**src/rtl/fifo_wr_arbiter.sv**
```systemverilog
// rtl/fifo_wr_arbiter.sv - round-robin arbiter sharing one async FIFO write port
// Grants one producer at a time for up to BURST words; every write is gated on fifo_full_i.
module fifo_wr_arbiter #(
  parameter int NUM_REQ = 4,
  parameter int WIDTH   = 8,
  parameter int BURST   = 4,
  parameter int IDX_W   = $clog2(NUM_REQ)
) (
  input  logic                     clk_i,
  input  logic                     rst_i,
  input  logic [NUM_REQ-1:0]       req_i,
  input  logic [NUM_REQ*WIDTH-1:0] wdata_i,
  output logic [NUM_REQ-1:0]       ack_o,
  input  logic                     fifo_full_i,
  output logic                     fifo_wr_en_o,
  output logic [WIDTH-1:0]         fifo_wdata_o,
  output logic [IDX_W-1:0]         owner_o,
  output logic                     busy_o
);

  localparam int CNT_W = $clog2(BURST + 1);

  typedef enum logic {IDLE, GRANT} state_t;

  state_t           state_q, state_d;
  logic [IDX_W-1:0] owner_q, owner_d;
  logic [IDX_W-1:0] last_q, last_d;
  logic [CNT_W-1:0] cnt_q, cnt_d;
  logic [IDX_W-1:0] pick;
  logic             pick_vld;
  logic [IDX_W-1:0] cand;

  // Walk from farthest to nearest offset so the requester closest after last wins.
  always_comb begin
    pick     = '0;
    pick_vld = 1'b0;
    cand     = '0;
    for (int i = NUM_REQ; i >= 1; i--) begin
      cand = IDX_W'((int'(last_q) + i) % NUM_REQ);
      if (req_i[cand]) begin
        pick     = cand;
        pick_vld = 1'b1;
      end
    end
  end

  always_ff @(posedge clk_i or posedge rst_i) begin
    if (rst_i) begin
      state_q <= IDLE;
      owner_q <= '0;
      last_q  <= IDX_W'(NUM_REQ - 1);
      cnt_q   <= '0;
    end else begin
      state_q <= state_d;
      owner_q <= owner_d;
      last_q  <= last_d;
      cnt_q   <= cnt_d;
    end
  end

  always_comb begin
    state_d = state_q;
    owner_d = owner_q;
    last_d  = last_q;
    cnt_d   = cnt_q;
    ack_o   = '0;
    case (state_q)
      IDLE: begin
        if (pick_vld) begin
          owner_d = pick;
          last_d  = pick;
          cnt_d   = '0;
          state_d = GRANT;
        end
      end
      GRANT: begin
        if (!req_i[owner_q]) begin
          state_d = IDLE;
        end else if (!fifo_full_i) begin
          ack_o[owner_q] = 1'b1;
          if (cnt_q == CNT_W'(BURST - 1)) begin
            cnt_d   = '0;
            state_d = IDLE;
          end else begin
            cnt_d = cnt_q + 1'b1;
          end
        end
      end
      default: state_d = IDLE;
    endcase
  end

  assign fifo_wr_en_o = |ack_o;
  assign fifo_wdata_o = fifo_wr_en_o ? wdata_i[owner_q*WIDTH +: WIDTH] : '0;
  assign owner_o      = owner_q;
  assign busy_o       = (state_q == GRANT);

endmodule
```
**config.mk**
```make
export PLATFORM = sky130hd
export DESIGN_NAME = fifo_wr_arbiter
export DESIGN_NICKNAME = d
export VERILOG_FILES = /design/src/rtl/fifo_wr_arbiter.sv
export SDC_FILE = /design/constraint.sdc
export NUM_CORES = 1
export LEC_CHECK = 0
export CAP_MARGIN = 20
export CORE_MARGIN = 2
export CORE_UTILIZATION = 38
export CTS_BUF_LIST = sky130_fd_sc_hd__clkbuf_16
export DETAILED_ROUTE_END_ITERATION = 10
export DONT_BUFFER_PORTS = 1
export GPL_TIMING_DRIVEN = 0
export HOLD_SLACK_MARGIN = 0.03
export PLACE_DENSITY = 0.6
export SLEW_MARGIN = 15
export SYNTH_ARGS = -nofsm -noshare
export SYNTH_HDL_FRONTEND = slang
export SYNTH_SLANG_ARGS = --single-unit
```
**constraint.sdc**
```tcl
create_clock -name clk_i -period 1.9 [get_ports clk_i]
set_clock_uncertainty 0.15 [all_clocks]
set_input_delay 0.285 -clock clk_i [delete_from_list [all_inputs] [get_ports clk_i]]
set_output_delay 0.285 -clock clk_i [all_outputs]
set_load 0.01 [all_outputs]
```
==> impl_metrics.csv <==
group,metric,value,unit
floorplan,die_h,50.5,µm
synth,yosysWarnings,0,
critical_path,endpoint_kind,"output port",
timing,rsz0062_at_grt,"true",
critical_path,ff2ff_path_depth,7,
floorplan,row_count,16,
critical_path,cp.arrival,1560,ps
critical_path,r2r_slack,60,ps
placement,placed_cells,108,
floorplan,pin_count,55,
route,final_antenna_net_count,0,
timing,max-slew-margin-rel,0.548,
clock_tree,clk_path_buf_depth,2,
clock_tree,path_clk_slew,40,ps
synth,syn_area,822,µm²
timing,finalCritPeriodShare,1.05,
timing,tightest_slew,671,ps
global_routing,grt_pass1_wl,3130,µm
global_routing,grt_usage,0.166,
timing,final_hold_viol_count,0,
clock_tree,cts_tree,"yes",
power_and_ir_drop,peakVddDrop,859,µV
critical_path,crit_fanout,6,
floorplan,floorplan.initialDensity,0.411,
synth,synthCells,81,
global_routing,grt_antenna_before_repair,0,
finish,drive_gt1_frac,0.363,
placement,hpwl,1450,µm
placement,gp_congestion,0.704,
power_and_ir_drop,powerDensity,1600,mW/mm²
route,first_pass_iters,2,
critical_path,worstSetupPathType,"flip-flop to output port",
route,via_count,679,
synth,synth_top_area_cell,"mux4_2",
synth,synth_edf_count,0,
route,route.detailed.drc,0,
clock_tree,numCtsBuffers,3,
route,wl,1940,µm
placement,dp_slack,-62.2,ps
synth,yosysUniqueCellTypes,33,
synth,dominantRegCellSynth,"dfrtp_1",
critical_path,timing.rr.start,"owner_o[1]",
finish,post-route-util,0.515,
critical_path,start_kind,"flip-flop",
synth,yosys_register_bits,8,
flow_run,maxCapViolCount,0,
clock_tree,clockRootBuffer,"clkbuf_16",
synth,syn_avg_cell_area,10.1,µm²
timing,setup_viol,11,
critical_path,cp.required,1460,ps
outcome,violations,"setup timing",
synth,seq_area_frac_synth,0.247,
timing,worst_slack,-99.2,ps
critical_path,r2r_end,"cnt_q[0]",
hold_path,whs_path_depth,2,
clock_tree,clkLatencyLatePin,240,ps
finish,syn_to_final_growth,25.4,%
clock_tree,clock-sinks,8,
timing,min_period,2000,ps
route,viasPerCell,5.75,
synth,netlist.area_leader.share,0.219,
timing,drv_slew,0,
finish,nets,132,
power_and_ir_drop,p_leak,0.000433,µW
hold_path,worstHoldStart,"req_i[3]",
route,wire_per_inst,16.4,µm
global_routing,grt_max_degree,11,
synth,syn_nets,121,
global_routing,first_global_vias,697,
finish,n_fill_cell,175,
outcome,status,"finished, violations left",
hold_path,min_to,"last_q[0]",
synth,synthArstFlopShare,1.00,
route,drtIter0Drc,5,
critical_path,cp-startpoint,"owner_o[0]",
clock_tree,cts-htree-levels,1,
hold_path,hp-class,"input pin to flip-flop",
floorplan,dieArea,0.00255,mm²
timing,max_freq,500,MHz
finish,diodes,0,
finish,instances_no_fill,118,
floorplan,die_w,50.5,µm
synth,synth_area_leaders,"mux4_2 22%, dfrtp_1 18%, nor2b_1 8.4%",
placement,portBuffers,0,
floorplan,core_area,0.00200,mm²
global_routing,grt_remaining_overflow,0,
-- what timing repair did --
action | CTS | global route
endpoints found under the hold margin | 8 | 0
buffers inserted | 4 | 1
hold buffers | 1 | 0
gates resized for setup | 15 | 1
pin swaps | 2 | 0
gates cloned | 0 | 0
endpoints found under the setup margin | 12 | 14
-- worst max-delay path, stage by stage, from the launching register on --
cell and delay, ps:
dfrtp_2 450, or3b_4 420, a2bb2oi_4 170, buf_8 150, nor2b_4 130
-- placed cells by master, fill, tap and decap left out, types with 4 or more instances in the layout --
cell type | synthesis | final
inv_1 | 4 | 5
nor2_1 | 5 | 5
nor2b_4 | 0 | 4
dfrtp_1 | 6 | 4
nand2_1 | 4 | 4
nand2b_1 | 5 | 5
mux4_2 | 8 | 8
o21ai_1 | 4 | 4
buf_4 | 0 | 4
nor2b_1 | 11 | 7
-- final cells by class --
| cell class | instances | area (µm²) | share of cell area |
|---|---|---|---|
| Multi-Input combinational cell | 63 | 604 | 0.586 |
| Sequential cell | 8 | 205 | 0.199 |
| Clock buffer | 3 | 75.1 | 0.0728 |
| Buffer | 5 | 46.3 | 0.0449 |
| Timing Repair Buffer | 6 | 43.8 | 0.0425 |
| Tap cell | 27 | 33.8 | 0.0328 |
| Inverter | 5 | 18.8 | 0.0182 |
| Clock inverter | 1 | 3.75 | 0.00364 |
-- power by group --
group	internal [µW]	switching (µW)
registers	268	89.5
clock network	275	91.3
logic	514	413
-- state kept, by name (all words and copies together), names as in the netlist --
signal and flops:
owner_o 2, last_q 2, cnt_q 3, busy_o 1
-- Yosys cell counts (all sizes together) (2+ instances only) --
cell type	n
nor2b	11
mux4	8
dfrtp	6
inv	5
nand2b	5
nor2	5
o21ai	5
nand2	4
a21oi	3
buf	3
nand3	3
a21o	2
clkbuf	2
dfstp	2
mux2i	2
nor3	2
o41ai	2
-- stage by stage --
step	hold WS (ps)	cell area, µm²	setup TNS (ps)	power [µW]
after CTS	82.5	1020	-835	1650
after global placement	-9.48	856	-341	1130
final	82.9	1030	-814	1650
after global routing	110	1030	-1470	1760
after detailed placement	-3.61	856	-291	1150
after floorplan	-50.8	822	0	1030
-- metal layers --
metal	routed length (µm)	global-route usage	vias to the layer above	share of wire
met5	0	0	-	0
met4	27	0.0676	0	0.014
met3	254	0.0893	5	0.13
met2	948	0.294	44	0.49
met1	705	0.160	305	0.36
li1	-	-	325	-
-- worst max-delay path by stage --
stage | end | slack [ps] | depth (start not counted)
3_3_place_gp | fifo_wdata_o[1] | -60 | 4
6_report | fifo_wdata_o[4] | -100 | 4
4_1_cts | fifo_wr_en_o | -110 | 5
3_5_place_dp | fifo_wdata_o[1] | -60 | 4
2_1_floorplan | fifo_wdata_o[0] | 70 | 3
5_1_grt | fifo_wdata_o[4] | -160 | 4
-- logic make-up (layout without fill, tap and decap cells) --
family          after synthesis  count (layout)  synth area share
simple gates                 34              34             0.234
compound gates               17              17             0.172
mux                          11              11             0.266
buf+inv                      10              20            0.0654
flops                         8               8             0.247
fa+ha+maj                     1               1            0.0152
Power figures use the tool's default switching activity.
